==> src/rtl/inv_round_transform.sv <==
// Inverse AES round as a 3-stage pipeline: InvShiftRows+InvSubBytes | AddRoundKey | InvMixColumns.
// Valid bits ride a shift register beside the data; round_en stalls every stage together.

module inv_sbox_lane (
   input  logic [7:0] a,
   output logic [7:0] y
);
   localparam logic [0:255][7:0] INV_SBOX = {
      8'h52, 8'h09, 8'h6a, 8'hd5, 8'h30, 8'h36, 8'ha5, 8'h38, 8'hbf, 8'h40, 8'ha3, 8'h9e, 8'h81, 8'hf3, 8'hd7, 8'hfb,
      8'h7c, 8'he3, 8'h39, 8'h82, 8'h9b, 8'h2f, 8'hff, 8'h87, 8'h34, 8'h8e, 8'h43, 8'h44, 8'hc4, 8'hde, 8'he9, 8'hcb,
      8'h54, 8'h7b, 8'h94, 8'h32, 8'ha6, 8'hc2, 8'h23, 8'h3d, 8'hee, 8'h4c, 8'h95, 8'h0b, 8'h42, 8'hfa, 8'hc3, 8'h4e,
      8'h08, 8'h2e, 8'ha1, 8'h66, 8'h28, 8'hd9, 8'h24, 8'hb2, 8'h76, 8'h5b, 8'ha2, 8'h49, 8'h6d, 8'h8b, 8'hd1, 8'h25,
      8'h72, 8'hf8, 8'hf6, 8'h64, 8'h86, 8'h68, 8'h98, 8'h16, 8'hd4, 8'ha4, 8'h5c, 8'hcc, 8'h5d, 8'h65, 8'hb6, 8'h92,
      8'h6c, 8'h70, 8'h48, 8'h50, 8'hfd, 8'hed, 8'hb9, 8'hda, 8'h5e, 8'h15, 8'h46, 8'h57, 8'ha7, 8'h8d, 8'h9d, 8'h84,
      8'h90, 8'hd8, 8'hab, 8'h00, 8'h8c, 8'hbc, 8'hd3, 8'h0a, 8'hf7, 8'he4, 8'h58, 8'h05, 8'hb8, 8'hb3, 8'h45, 8'h06,
      8'hd0, 8'h2c, 8'h1e, 8'h8f, 8'hca, 8'h3f, 8'h0f, 8'h02, 8'hc1, 8'haf, 8'hbd, 8'h03, 8'h01, 8'h13, 8'h8a, 8'h6b,
      8'h3a, 8'h91, 8'h11, 8'h41, 8'h4f, 8'h67, 8'hdc, 8'hea, 8'h97, 8'hf2, 8'hcf, 8'hce, 8'hf0, 8'hb4, 8'he6, 8'h73,
      8'h96, 8'hac, 8'h74, 8'h22, 8'he7, 8'had, 8'h35, 8'h85, 8'he2, 8'hf9, 8'h37, 8'he8, 8'h1c, 8'h75, 8'hdf, 8'h6e,
      8'h47, 8'hf1, 8'h1a, 8'h71, 8'h1d, 8'h29, 8'hc5, 8'h89, 8'h6f, 8'hb7, 8'h62, 8'h0e, 8'haa, 8'h18, 8'hbe, 8'h1b,
      8'hfc, 8'h56, 8'h3e, 8'h4b, 8'hc6, 8'hd2, 8'h79, 8'h20, 8'h9a, 8'hdb, 8'hc0, 8'hfe, 8'h78, 8'hcd, 8'h5a, 8'hf4,
      8'h1f, 8'hdd, 8'ha8, 8'h33, 8'h88, 8'h07, 8'hc7, 8'h31, 8'hb1, 8'h12, 8'h10, 8'h59, 8'h27, 8'h80, 8'hec, 8'h5f,
      8'h60, 8'h51, 8'h7f, 8'ha9, 8'h19, 8'hb5, 8'h4a, 8'h0d, 8'h2d, 8'he5, 8'h7a, 8'h9f, 8'h93, 8'hc9, 8'h9c, 8'hef,
      8'ha0, 8'he0, 8'h3b, 8'h4d, 8'hae, 8'h2a, 8'hf5, 8'hb0, 8'hc8, 8'heb, 8'hbb, 8'h3c, 8'h83, 8'h53, 8'h99, 8'h61,
      8'h17, 8'h2b, 8'h04, 8'h7e, 8'hba, 8'h77, 8'hd6, 8'h26, 8'he1, 8'h69, 8'h14, 8'h63, 8'h55, 8'h21, 8'h0c, 8'h7d
   };

   assign y = INV_SBOX[a];
endmodule

module inv_mix_col (
   input  logic [31:0] col,
   output logic [31:0] mixed
);
   function automatic logic [7:0] xt(input logic [7:0] b);
      return {b[6:0], 1'b0} ^ (b[7] ? 8'h1b : 8'h00);
   endfunction

   logic [7:0] a [4];
   logic [7:0] m9 [4];
   logic [7:0] mb [4];
   logic [7:0] md [4];
   logic [7:0] me [4];

   // 9/b/d/e multiples built from shared x2/x4/x8 doublings
   always_comb begin
      mixed = '0;
      for (int r = 0; r < 4; r++) begin
         a[r]  = col[31-8*r -: 8];
         m9[r] = xt(xt(xt(a[r]))) ^ a[r];
         mb[r] = xt(xt(xt(a[r]))) ^ xt(a[r]) ^ a[r];
         md[r] = xt(xt(xt(a[r]))) ^ xt(xt(a[r])) ^ a[r];
         me[r] = xt(xt(xt(a[r]))) ^ xt(xt(a[r])) ^ xt(a[r]);
      end
      for (int r = 0; r < 4; r++)
         mixed[31-8*r -: 8] = me[r] ^ mb[(r+1)%4] ^ md[(r+2)%4] ^ m9[(r+3)%4];
   end
endmodule

module inv_round_transform #(
   parameter int unsigned LAST_ROUND = 0
) (
   input  logic         round_clk,
   input  logic         round_rst_n,
   input  logic         round_en,
   input  logic         round_valid_in,
   input  logic [127:0] round_datain,
   input  logic [127:0] round_keyin,
   output logic [127:0] round_dataout,
   output logic         round_dataout_valid
);
   localparam int STAGES = 3;

   logic [STAGES:1] vld_pipe;
   logic [127:0]    shifted, subbed, mixed;
   logic [127:0]    s1_data, s1_key, s2_data, s3_data;

   // byte 4c+r sits at bits [127-8(4c+r) -: 8]; row r rotates right by r columns
   for (genvar c = 0; c < 4; c++) begin : g_col
      for (genvar r = 0; r < 4; r++) begin : g_row
         assign shifted[127-8*(4*c+r) -: 8] = round_datain[127-8*(4*((c-r+4)%4)+r) -: 8];
         inv_sbox_lane u_sbox (
            .a (shifted[127-8*(4*c+r) -: 8]),
            .y (subbed[127-8*(4*c+r) -: 8])
         );
      end
   end

   if (LAST_ROUND != 0) begin : g_last
      assign mixed = s2_data;
   end else begin : g_mix
      for (genvar c = 0; c < 4; c++) begin : g_mcol
         inv_mix_col u_mix (
            .col   (s2_data[127-32*c -: 32]),
            .mixed (mixed[127-32*c -: 32])
         );
      end
   end

   always_ff @(posedge round_clk or negedge round_rst_n) begin
      if (!round_rst_n) begin
         vld_pipe <= '0;
         s1_data  <= '0;
         s1_key   <= '0;
         s2_data  <= '0;
         s3_data  <= '0;
      end else if (round_en) begin
         vld_pipe <= {vld_pipe[STAGES-1:1], round_valid_in};
         s1_data  <= subbed;
         s1_key   <= round_keyin;
         s2_data  <= s1_data ^ s1_key;
         s3_data  <= mixed;
      end
   end

   assign round_dataout       = s3_data;
   assign round_dataout_valid = vld_pipe[STAGES];
endmodule

==> config.mk <==
export PLATFORM = sky130hd
export DESIGN_NAME = inv_round_transform
export DESIGN_NICKNAME = d
export VERILOG_FILES = /design/src/rtl/inv_round_transform.sv
export SDC_FILE = /design/constraint.sdc
export NUM_CORES = 2
export LEC_CHECK = 0
export ABC_AREA = 0
export BUFFER_PORTS_ARGS = -buffer_cell sky130_fd_sc_hd__buf_4
export CORE_ASPECT_RATIO = 2
export CORE_MARGIN = 1
export CORE_UTILIZATION = 59
export DETAILED_ROUTE_END_ITERATION = 8
export PLACE_DENSITY = 0.8
export SYNTH_ARGS = -nofsm -noshare
export SYNTH_HDL_FRONTEND = slang
export SYNTH_SLANG_ARGS = --single-unit
==> constraint.sdc <==
create_clock -name round_clk -period 2.2 [get_ports round_clk]
set_input_delay 0 -clock round_clk [delete_from_list [all_inputs] [get_ports round_clk]]
set_output_delay 0 -clock round_clk [all_outputs]
set_load 0.03 [all_outputs]
==> results of run 1 <==
## cell usage after synthesis, types with 47 or more instances
library cell / instances / area share, %
o31ai_1: 124 / 1.2
o22ai_1: 70 / 0.54
o221ai_1: 62 / 0.67
nor2b_1: 244 / 1.9
and2_1: 80 / 0.62
a211o_1: 65 / 0.70
a311oi_1: 167 / 1.8
a31oi_1: 280 / 2.2
xnor2_1: 726 / 7.9
xnor2_2: 47 / 0.95
a21oi_1: 986 / 6.1
a221oi_1: 100 / 1.1
a211oi_1: 257 / 2.4
nor3_1: 328 / 2.0
a311o_1: 54 / 0.67
inv_1: 134 / 0.62
ha_1: 316 / 4.9
mux4_2: 116 / 3.2
o21ai_0: 816 / 5.1
o311a_1: 53 / 0.66
dfrtp_1: 515 / 16
or2_2: 56 / 0.43
mux2_2: 271 / 3.8
o2111ai_1: 53 / 0.57
buf_1: 138 / 0.64
xor2_1: 168 / 1.8
nand3_1: 286 / 1.8
buf_2: 329 / 2.0
a21o_1: 58 / 0.54
nand2_1: 891 / 4.1
o311ai_0: 147 / 1.6
clkbuf_1: 784 / 3.6
mux2i_1: 107 / 1.3
and3_1: 52 / 0.40
o211ai_1: 243 / 2.3
or3_1: 60 / 0.46
nor2_1: 850 / 3.9
nand2b_1: 278 / 2.2
## routing by layer
layer	overflow	global-route usage, %
met5	0	20.0
met4	380	80.6
met3	11	60.5
met2	572	96.6
met1	7	74.6
## stage by stage
step / cell area, um^2 / worst slack, ps
after floorplan: 81100 / -161
after global placement: 98700 / -606
after detailed placement: 98700 / -610
after CTS: 103000 / -38.3
## logic make-up after synthesis
kind of cell,after synthesis,synth area share [%]
muxes,496,8.38
DFF,515,16.0
AOI/OAI and AO/OA,3982,32.7
buffers and inverters,1448,7.34
and+or+nand+nor,3302,19.4
adders and majority gates,316,4.89
xor gates and xnor gates,969,11.4
## what timing repair did
action,CTS
endpoints found under the setup margin,64
pin swaps,28
setup buffers,15
gates resized for setup,63
hold buffers,176
cloned,0
endpoints found under the hold margin,588
==> impl_metrics.csv, run 1 <==
group,metric,value,unit
floorplanning,io_pins,389,
global_route,track_usage,77.1,%
global_route,grt-ovfl-total,970,
placement,place.gp.congestion,1.27,
global_route,grt_max_degree,103,
floorplanning,die_height,525,um
global_route,grt_pass1_wl,831000,um
clocking,clockBufferDepth,3,
status,failing_step,"global routing (5_1_grt)",
placement,dp_cells,14100,
global_route,grt_pass1_vias,118000,
floorplanning,initial_core_util,59.6,%
status,run_status,"aborted with a tool error",
yosys,yosys.cell_types.count,95,
floorplanning,die_w,264,um
yosys,syn_area_per_cell,7.32,um^2
placement,dp_hpwl,319000,um
status,first-error,"[ERROR GRT-0116] Global routing finished with congestion. Check the congestion regions in the DRC Viewer.",
yosys,synth-seq-cells,515,
yosys,synth_cells,11000,
placement,port-buffer-count,388,
floorplanning,fp-row-count,191,
clocking,root_buffer,"clkbuf_16",
yosys,synth_flop_cell,"dfrtp_1",
yosys,syn_nets,11600,
clocking,cts_buffers,53,
clocking,clkSinkCount,515,
yosys,yosysSeqAreaShare,16.0,%
yosys,syn_area,80800,um^2
yosys,ys_async_sr_fraction,100,%
yosys,synth_edf_count,0,
clocking,cts-htree-levels,2,
yosys,ys_warn_count,0,
==> inputs of run 2 (changes only) <==
- CORE_ASPECT_RATIO: 2 -> unset
- CORE_UTILIZATION: 59 -> 40
- PLACE_DENSITY: 0.8 -> unset
- PLACE_DENSITY_LB_ADDON: unset -> 0.15
- clock period: 2.2 -> 2.9 ns (I/O delays scaled with it)
==> run 2 against run 1 <==
The flow now finishes, with violations (design-rule violations). Synthesized cell count unchanged. Synthesized area unchanged.
==> impl_metrics.csv, run 2 <==
group,metric,value,unit
status,run_status,"finished with violations",
status,failed_checks,"design-rule violations",
yosys,synth-seq-cells,515,
sta,slew_violations,0,
final_layout,mostFrequentLayoutCells,"buf_4 (1199), a21oi_1 (986), nand2_1 (891), nor2_1 (849), o21ai_0 (816)",
floorplanning,io_pins,389,
clocking,root_buffer,"clkbuf_16",
critical_path,critical_path.startpoint_type,"primary input",
yosys,synth_top_area_share,16.0,%
floorplanning,die_height,451,um
routing,vias,94500,
placement,dp_hpwl,286000,um
critical_path,crit_type,"in -> reg",
critical_path,slowest_delay,580,ps
routing,post-route-drc-count,3,
yosys,ys_async_sr_fraction,100,%
final_layout,area_growth,15.7,%
clocking,clockBufferDepth,3,
yosys,synth_edf_count,0,
routing,drtPass1Iterations,9,
yosys,post-synth-top-count-cell,"a21oi_1",
yosys,synth_area_leader_cell,"dfrtp_1",
critical_path,reg2reg_depth,7,
final_layout,drive_above_1_share,17.2,%
final_layout,layout.nets,11900,
clocking,clk_pin_slew,60,ps
sta,tightestPinTransition,1180,ps
global_route,track_usage,37.1,%
routing,ant_nets,0,
critical_path,cp_data_arrival_time,3540,ps
yosys,synth_cells,11000,
yosys,synth.top_cells.by_area,"dfrtp_1 (16%), xnor2_1 (7.9%), a21oi_1 (6.1%)",
yosys,syn_nets,11600,
yosys,yosys.cell_types.count,95,
yosys,synth_flop_cell,"dfrtp_1",
hold_path,holdPathEnd,"s1_data[15]",
critical_path,path_buf_inv,5,
routing,post_drt_wl_per_cell,28.3,um
global_route,grt_pass1_wl,589000,um
sta,relSlewSlack,20.4,%
sta,fin_skew,55.6,ps
yosys,yosysSeqAreaShare,16.0,%
floorplanning,initial_core_util,40.3,%
global_route,grt-ovfl-total,0,
floorplanning,die_w,451,um
critical_path,critical-path-top-delay-family,"buffers and inverters",
placement,placed_area,88700,um^2
yosys,ys_warn_count,0,
clocking,clkSinkCount,515,
routing,routed_wl,397000,um
floorplanning,fp-row-count,164,
yosys,syn_area,80800,um^2
sta,finalHoldViolations,0,
critical_path,worst-path-stages,12,
critical_path,cp-end-kind,"flip-flop",
floorplanning,core-area,200000,um^2
power,power_density,676,nW/um^2
sta,final.period_utilization,99.5,%
critical_path,cp_cell_sequence,"buf_4, clkinvlp_4, ha_1, and2_0, buf_4, or4_1, a31oi_1, a32o_1, nand3_1, dlygate4sd3_1, o311ai_1, dlygate4sd3_1",
global_route,grt_max_degree,145,
critical_path,r2r_end,"round_dataout[52]",
yosys,syn_area_per_cell,7.32,um^2
placement,place.gp.congestion,1.05,
hold_path,hold_path_class,"in -> reg",
power,max-vdd-ir-drop,0.739,mV
sta,timing.fmax,347,MHz
critical_path,critical_path.max_fanout,9,
clocking,cts-htree-levels,3,
global_route,antenna_found_initial,17,
hold_path,hold_depth,6,
final_layout,design_area,93500,um^2
power,p_leak,0.0360,uW
critical_path,r2r_slack,340,ps
routing,drt_iter0_drc,15700,
critical_path,reg2reg_from,"s2_data[37]",
sta,finalCriticalPeriod,2890,ps
hold_path,worstHoldStart,"round_datain[74]",
job,drv_cap,0,
sta,setup_viol,0,
routing,viasPerCell,6.74,
sta,rsz0062_at_grt,"no",
placement,port-buffer-count,388,
critical_path,crit_path_top_delay_cell,"dlygate4sd3_1",
clocking,cts_buffers,74,
clocking,cts_tree,"built",
global_route,grt_pass1_vias,88300,
final_layout,final_common_cell,"buf_4",
floorplanning,die_area,204000,um^2
critical_path,required,3560,ps
clocking,clk_latency,730,ps
yosys,synthTopCellsByCount,"a21oi_1 (986), nand2_1 (891), nor2_1 (850)",
sta,finalSetupTns,0,ps
==> run 2: cell counts after synthesis <==
Identical to the previous run, type by type.
==> run 2: per-layer routing <==
metal,part of all wire [%],GRT usage (%),vias to the layer above
met4,5.8,18.3,14
met5,0.021,0,-
li1,-,-,41300
met3,11,7.26,1266
met2,43,56.4,6839
met1,40,49.8,45000
==> run 2: how the worst max path moves through the flow <==
stage / start / end / slack, ps
finish: round_datain[40] / s1_data[105] / 10
global route: round_datain[49] / s1_data[21] / 0.1
CTS: round_datain[40] / s1_data[105] / 90
detailed placement: round_datain[56] / s1_data[57] / 40
global placement: round_datain[72] / s1_data[13] / 20
floorplan: round_datain[64] / s1_data[102] / 190
==> run 2: logic make-up (layout without fill, tap and decap cells) <==
kind of cell	Yosys count	after routing	share of synthesized area [%]
compound gates	3982	3982	32.7
fa+ha+maj	316	316	4.89
buf+inv	1448	1768	7.34
flops	515	515	16.0
simple gates	3302	3302	19.4
other cells	0	10	0
mux	496	496	8.38
xor+xnor	969	969	11.4
==> run 2: layout make-up <==
class                      count  area [um^2]
fill                       20400       107000
multi-input combinational   9065        62000
sequential                   515        12900
timing repair buffer        1457        12100
tap                         2656         3320
clock buffer                  88         1980
inverter                     177          677
clock inverter                46          586
antenna                       10         25.0
==> run 2: worst register-to-register path, delay by kind of cell (launching register included) <==
family        cells  cell delay [ps]
XOR/XNOR          6             1670
multiplexers      1              230
flip-flops        1              610
==> run 2: timing repair <==
action / 4_1_cts / 5_1_grt
setup endpoints to repair: 0 / 5
setup buffers: 0 / 3
hold buffers: 210 / 0
gates resized for setup: 0 / 7
hold endpoints to repair: 725 / 0
==> run 2: power by group <==
group / switching, uW / leakage (uW) / total [uW] / internal, uW
logic: 23000 / 0.0288 / 41800 / 18800
clock network: 4070 / 0.00125 / 9740 / 5680
registers: 2440 / 0.00595 / 11700 / 9240
total: 29500 / 0.0360 / 63200 / 33700
==> run 2: metrics by stage <==
stage | setup slack [ps] | utilization [%] | power, uW | cells | hold WS, ps
after floorplan | 189 | - | 40200 | 11000 | -296
after global placement | 22.9 | 44.3 | 52300 | 13700 | 95.6
after detailed placement | 41.9 | 44.3 | 52500 | 13700 | 111
after CTS | 86.9 | 46.6 | 62900 | 14000 | 1.11
after global routing | 0.128 | 46.7 | 66400 | 14000 | 43.5
final | 14.3 | 46.7 | 63200 | 14000 | 47.0
Power figures use the tool's default switching activity.
